$ cat src/rtl/zbuf_pkg.sv
// Definitions shared by the z-buffer pixel path: the handshake FSM states
// and default data widths used by pixel_fifo and contention_tree.
package zbuf_pkg;

  typedef enum logic [1:0] {
    IDLE    = 2'd0,
    OFFER   = 2'd1,
    RELEASE = 2'd2
  } hs_state_t;

  localparam int DEFAULT_PIXEL_WIDTH = 8;
  localparam int DEFAULT_LENGTH      = 8;

endpackage

$ cat src/rtl/fifo_mem.sv
// Register-array storage for pixel_fifo: one write port, one asynchronous
// read port. The data array has no reset.
module fifo_mem #(
  parameter int WIDTH  = 8,
  parameter int DEPTH  = 16,
  parameter int ADDR_W = $clog2(DEPTH)
) (
  input  logic              clk,
  input  logic              we,
  input  logic [ADDR_W-1:0] wr_addr,
  input  logic [WIDTH-1:0]  wr_data,
  input  logic [ADDR_W-1:0] rd_addr,
  output logic [WIDTH-1:0]  rd_data
);

  logic [WIDTH-1:0] mem [DEPTH];

  always_ff @(posedge clk) begin
    if (we) mem[wr_addr] <= wr_data;
  end

  assign rd_data = mem[rd_addr];

endmodule

$ cat src/rtl/pixel_fifo.sv
// Pixel FIFO between the rasterizer and one contention_tree input: stores
// pixels and offers the head with a four-phase req/ack handshake.
module pixel_fifo
  import zbuf_pkg::*;
#(
  parameter int PIXEL_WIDTH = DEFAULT_PIXEL_WIDTH,
  parameter int LENGTH      = DEFAULT_LENGTH,
  parameter int DEPTH       = 16
) (
  input  logic                   clk,
  input  logic                   rst_n,
  input  logic                   wr_en,
  input  logic [PIXEL_WIDTH-1:0] pix_wr,
  output logic                   full,
  output logic                   overflow,
  output logic [PIXEL_WIDTH-1:0] pix_out,
  output logic [LENGTH-1:0]      fill,
  output logic                   req,
  input  logic                   ack
);

  localparam int PTR_W = $clog2(DEPTH);

  hs_state_t          state, state_next;
  logic [PTR_W-1:0]   wr_ptr, rd_ptr;
  logic [PIXEL_WIDTH-1:0] head_data;
  logic               accept, pop, load;
  logic               fill_nz;

  assign full    = (fill == LENGTH'(DEPTH));
  assign fill_nz = (fill != '0);
  assign accept  = rst_n && wr_en && !full;
  assign req     = (state == OFFER);

  fifo_mem #(
    .WIDTH (PIXEL_WIDTH),
    .DEPTH (DEPTH),
    .ADDR_W(PTR_W)
  ) u_mem (
    .clk    (clk),
    .we     (accept),
    .wr_addr(wr_ptr),
    .wr_data(pix_wr),
    .rd_addr(rd_ptr),
    .rd_data(head_data)
  );

  always_ff @(posedge clk) begin
    if (!rst_n) state <= IDLE;
    else        state <= state_next;
  end

  // fill always reflects post-pop occupancy here, so RELEASE can decide
  // between re-offering and idling without further bookkeeping.
  always_comb begin
    state_next = state;
    pop        = 1'b0;
    load       = 1'b0;
    case (state)
      IDLE: begin
        if (fill_nz) begin
          state_next = OFFER;
          load       = 1'b1;
        end
      end
      OFFER: begin
        if (ack) begin
          pop        = 1'b1;
          state_next = RELEASE;
        end
      end
      RELEASE: begin
        if (!ack) begin
          if (fill_nz) begin
            state_next = OFFER;
            load       = 1'b1;
          end else begin
            state_next = IDLE;
          end
        end
      end
      default: state_next = IDLE;
    endcase
  end

  always_ff @(posedge clk) begin
    if (!rst_n) begin
      wr_ptr   <= '0;
      rd_ptr   <= '0;
      fill     <= '0;
      overflow <= 1'b0;
      pix_out  <= '0;
    end else begin
      overflow <= wr_en && full;
      if (accept) wr_ptr <= wr_ptr + PTR_W'(1);
      if (pop)    rd_ptr <= rd_ptr + PTR_W'(1);
      case ({accept, pop})
        2'b10:   fill <= fill + LENGTH'(1);
        2'b01:   fill <= fill - LENGTH'(1);
        default: fill <= fill;
      endcase
      // The head is always a previously written entry when loaded, since
      // OFFER is only entered with a non-zero fill.
      if (load) pix_out <= head_data;
    end
  end

endmodule

$ cat config.mk
export PLATFORM = sky130hd
export DESIGN_NAME = pixel_fifo
export DESIGN_NICKNAME = d
export VERILOG_FILES = /design/src/rtl/zbuf_pkg.sv /design/src/rtl/fifo_mem.sv /design/src/rtl/pixel_fifo.sv
export SDC_FILE = /design/constraint.sdc
export NUM_CORES = 1
export LEC_CHECK = 0
export ABC_AREA = 1
export CAP_MARGIN = 25
export CORE_MARGIN = 3
export CORE_UTILIZATION = 56
export CTS_BUF_LIST = sky130_fd_sc_hd__clkbuf_4 sky130_fd_sc_hd__clkbuf_8
export CTS_CLUSTER_SIZE = 40
export DETAILED_ROUTE_END_ITERATION = 12
export PLACE_DENSITY_LB_ADDON = 0.25
export SLEW_MARGIN = 20
export SYNTH_ARGS = -nofsm -noshare
export SYNTH_HDL_FRONTEND = slang
export SYNTH_SLANG_ARGS = --single-unit
$ cat constraint.sdc
create_clock -name clk -period 2.4 [get_ports clk]
set_clock_uncertainty 0.2 [all_clocks]
set_input_delay 0.48 -clock clk [delete_from_list [all_inputs] [get_ports clk]]
set_output_delay 0.48 -clock clk [all_outputs]
set_load 0.01 [all_outputs]
==> qor.json, run 1 <==
{
  "run_status": {
    "outcome": "complete, no violations"
  },
  "run": {
    "max-cap-violations": 0
  },
  "synthesis": {
    "synth-seq-cells": 155,
    "yosys_warnings": 0,
    "postSynthAreaPerCell_sq_um": 10.2,
    "yosysUniqueCellTypes": 30,
    "synth_nets": 680,
    "area_of_the_mapped_netlist_sq_um": 6750,
    "ys_seq_area_share_pct": 65.0,
    "cell_count_after_synthesis": 660
  },
  "critical_path": {
    "worstPathRequired_ns": 1.72,
    "path_delay_family": "buffers and inverters",
    "worstPathMaxFanout": 2,
    "critical_path.slowest_cell": "sky130_fd_sc_hd__dfxtp_1",
    "worst-setup-path-type": "reg -> out",
    "startpoint_type": "register",
    "cp.buffers_inverters": 4,
    "timing.critical_path.cells": "inv_1 -> nand2_1 -> nor3_1 -> nand2_1 -> buf_4 -> inv_1 -> clkdlybuf4s15_1",
    "critical_path_arrival_ns": 1.59,
    "endpoint_kind_of_the_worst_setup_timing_path": "output pin",
    "slowest_delay_ns": 0.32
  },
  "die": {
    "pin_count": 31,
    "die_area_sq_um": 13400,
    "floorplan.core_area_sq_um": 11600,
    "dieHeight_um": 116,
    "die_w_um": 116,
    "initial_utilization_pct": 58.1,
    "num_rows": 39
  },
  "sta": {
    "finalWorstPathRequiredPeriod_ns": 2.27,
    "slew_headroom_pct": 50.4,
    "rsz0062_at_grt": "false",
    "tns_ns": 0,
    "post-route-period-util_pct": 94.5,
    "fmax_mhz": 441,
    "number_of_failing_setup_endpoints_in_the_final_timing_report": 0,
    "final_hold_fails": 0,
    "transition_time_of_the_tightest_slew_check_pin_ns": 0.741,
    "timing_max_transition_violations_final": 0
  },
  "power": {
    "share_comb_of_total_power_pct": 25.6,
    "power.switching_mw": 2.13,
    "peak_supply_drop_v": 0.000594,
    "power.share.switching_pct": 31.1,
    "total_leakage_power_nw": 3.03,
    "power_per_cell_area_nw_per_um2": 871,
    "internal_power_mw": 4.70,
    "sequential_share_of_power_pct": 46.0,
    "p_clk_share_pct": 28.4
  },
  "final_layout": {
    "n_fill_cell": 906,
    "layout_commonest_cell": "sky130_fd_sc_hd__nor2_1",
    "final_design_area_no_fill_sq_um": 7830,
    "diodes": 0,
    "layout-drive-gt1-share_pct": 14.0,
    "final_util_pct": 67.5,
    "syn_to_final_growth_pct": 16.1,
    "layout_common_cells": "sky130_fd_sc_hd__nor2_1 (163), sky130_fd_sc_hd__edfxtp_1 (128), sky130_fd_sc_hd__nand2_1 (65)",
    "final_net_count": 750
  },
  "grt": {
    "global_route_wire_length_before_repair_um": 25100,
    "grt_use_total_pct": 25.0,
    "grt_antenna_before_repair": 0,
    "grt_pass1_vias": 4884,
    "grt.overflow.total": 0,
    "grt_start_max_net_pins": 35
  },
  "placed_design": {
    "dpl.hpwl_um": 10400,
    "dpl_cell_area_sq_um": 7410,
    "routabilityCongestion": 0.895,
    "io_buffers": 30
  },
  "route": {
    "first_pass_iters": 7,
    "routed_wl_um": 15600,
    "drt-wirelength-per-cell_um": 17.6,
    "vias": 5007,
    "detail_route.vias_per_cell": 5.65,
    "remaining_drc_errors": 0,
    "drtAntennaViolNets": 0,
    "drt_first_iter_violations": 434
  },
  "clocking": {
    "clock_path_buffers": 2,
    "cts_tree": "built",
    "htreeDepth": 4,
    "clk-insertion-delay-late_ns": 0.45,
    "cts-buffers-inserted": 17,
    "clock_sink_count": 155,
    "ctsRootBufferMaster": "sky130_fd_sc_hd__clkbuf_8",
    "clk_pin_slew_ns": 0.09,
    "cts.hold.buffers_added": 0
  },
  "hold_path": {
    "worstHoldPathType": "reg -> reg"
  }
}
## worst register-to-register path, cell delays in order (launching register included)
cell and delay [ns]:
sky130_fd_sc_hd__dfxtp_1 0.32, sky130_fd_sc_hd__inv_1 0.08, sky130_fd_sc_hd__nand2_1 0.06, sky130_fd_sc_hd__nor3_1 0.14, sky130_fd_sc_hd__nand2_1 0.12, sky130_fd_sc_hd__nand2_2 0.10
sky130_fd_sc_hd__ha_4 0.15, sky130_fd_sc_hd__inv_1 0.06, sky130_fd_sc_hd__nand2_1 0.06, sky130_fd_sc_hd__nand2_1 0.07, sky130_fd_sc_hd__ha_1 0.18, sky130_fd_sc_hd__a21o_1 0.18
sky130_fd_sc_hd__nand3_1 0.10, sky130_fd_sc_hd__nand2_1 0.06, sky130_fd_sc_hd__nand2_1 0.05, sky130_fd_sc_hd__nand3_1 0.06, sky130_fd_sc_hd__nand2_1 0.06, sky130_fd_sc_hd__inv_1 0.03
## final cells by class
cell class              instances  area (sq um)  area share, %
multi-input cells             418          1960           25.1
flip-flops and latches        155          4390           56.0
clock buffers                  18           241           3.08
clock inverters                14           145           1.85
well taps                     143           179           2.28
repair buffers                 82           707           9.02
inverters                      56           210           2.68
## power groups by stage
| stage | Combinational (mW) | Clock [mW] | Sequential, mW |
|---|---|---|---|
| 6_report | 1.74 | 1.94 | 3.14 |
| 5_1_grt | 1.95 | 2.07 | 3.16 |
| 4_1_cts | 1.71 | 1.95 | 3.14 |
| 3_5_place_dp | 1.70 | 0 | 3.20 |
| 3_3_place_gp | 1.66 | 0 | 3.19 |
| 2_1_floorplan | 0.996 | 0 | 3.24 |
## registers in the layout, indices dropped and copies added (netlist names)
name and cells:
pix_out 8, state 2, fill 8, u_mem.mem 128
wr_ptr 4, overflow 1, rd_ptr 4
## layer usage
| metal | wire, um | track usage [%] | part of all wire, % | up-vias |
|---|---|---|---|---|
| met5 | 0 | 0 | 0 | - |
| met1 | 6580 | 32.7 | 42 | 2364 |
| met2 | 7340 | 39.7 | 47 | 237 |
| met4 | 331 | 8.58 | 2.1 | 0 |
| met3 | 1320 | 8.41 | 8.5 | 33 |
| li1 | - | - | - | 2373 |
## cells in the mapped netlist
| library cell | n | area share (%) |
|---|---|---|
| sky130_fd_sc_hd__inv_1 | 48 | 2.7 |
| sky130_fd_sc_hd__xor2_1 | 2 | 0.26 |
| sky130_fd_sc_hd__clkinv_1 | 3 | 0.17 |
| sky130_fd_sc_hd__o21ai_0 | 39 | 2.9 |
| sky130_fd_sc_hd__xnor2_1 | 2 | 0.26 |
| sky130_fd_sc_hd__edfxtp_1 | 128 | 57 |
| sky130_fd_sc_hd__nand4_2 | 1 | 0.19 |
| sky130_fd_sc_hd__nor3_1 | 1 | 0.074 |
| sky130_fd_sc_hd__nand3_1 | 62 | 4.6 |
| sky130_fd_sc_hd__dfxtp_1 | 27 | 8.0 |
| sky130_fd_sc_hd__nand3b_1 | 1 | 0.11 |
| sky130_fd_sc_hd__clkbuf_2 | 1 | 0.074 |
| sky130_fd_sc_hd__nor2_2 | 4 | 0.37 |
| sky130_fd_sc_hd__nand4_1 | 3 | 0.28 |
| sky130_fd_sc_hd__buf_6 | 10 | 1.7 |
| sky130_fd_sc_hd__nor2_1 | 163 | 9.1 |
| sky130_fd_sc_hd__o211ai_1 | 9 | 1.0 |
| sky130_fd_sc_hd__nand2_1 | 66 | 3.7 |
| sky130_fd_sc_hd__buf_4 | 1 | 0.11 |
| sky130_fd_sc_hd__inv_2 | 5 | 0.28 |
| sky130_fd_sc_hd__nand2_2 | 1 | 0.093 |
| sky130_fd_sc_hd__a21o_1 | 1 | 0.11 |
| sky130_fd_sc_hd__clkbuf_1 | 6 | 0.33 |
| sky130_fd_sc_hd__nor3_2 | 1 | 0.15 |
| sky130_fd_sc_hd__o21ai_2 | 1 | 0.13 |
| sky130_fd_sc_hd__o21ai_1 | 36 | 2.7 |
| sky130_fd_sc_hd__buf_2 | 13 | 0.96 |
| sky130_fd_sc_hd__ha_1 | 8 | 1.5 |
| sky130_fd_sc_hd__a21oi_2 | 1 | 0.13 |
| sky130_fd_sc_hd__a21oi_1 | 16 | 1.2 |
## cells by family (layout without fill, tap and decap cells)
logic type	after synthesis	in the layout	share of synthesized area, %
simple gates	303	303	18.6
flops	155	155	65.0
compound gates	103	103	8.12
buf+inv	87	170	6.27
fa+ha+maj	8	8	1.48
xor+xnor	4	4	0.519
## worst paths after layout
kind	start	to	slack (ns)	cells after the start
setup / recovery	fill[5]	full	0.13	7
hold / removal	fill[1]	fill[1]	0.33	2
setup reg to reg	fill[5]	fill[6]	0.22	17
hold reg to reg	fill[1]	fill[1]	0.33	2
## stage by stage
stage	cells	hold slack (ns)	total power, mW	worst slack, ns
6_report	886	0.326	6.82	0.132
5_1_grt	886	0.357	7.18	0.00691
4_1_cts	885	0.332	6.80	0.0313
3_5_place_dp	853	0.319	4.90	-0.315
3_3_place_gp	853	0.305	4.85	-0.288
2_1_floorplan	660	0.284	4.23	0.0648
## repair_timing
action,4_1_cts,5_1_grt
endpoints found under the setup margin,1,7
gates resized for setup,2,11
setup buffers,0,1
gates cloned,0,0
endpoints found under the hold margin,0,0
Power figures use the tool's default switching activity.
==> run 2: changes to the inputs <==
--- a/config.mk
+++ b/config.mk
@@ -10,8 +10,10 @@
 export CORE_MARGIN = 3
 export CORE_UTILIZATION = 56
 export CTS_BUF_LIST = sky130_fd_sc_hd__clkbuf_4 sky130_fd_sc_hd__clkbuf_8
+export CTS_CLUSTER_DIAMETER = 50
 export CTS_CLUSTER_SIZE = 40
 export DETAILED_ROUTE_END_ITERATION = 12
+export HOLD_SLACK_MARGIN = 0.06
 export PLACE_DENSITY_LB_ADDON = 0.25
 export SLEW_MARGIN = 20
 export SYNTH_ARGS = -nofsm -noshare
==> results of run 2 <==
No change in the layout: final DEF, timing and power equal those of run 1.
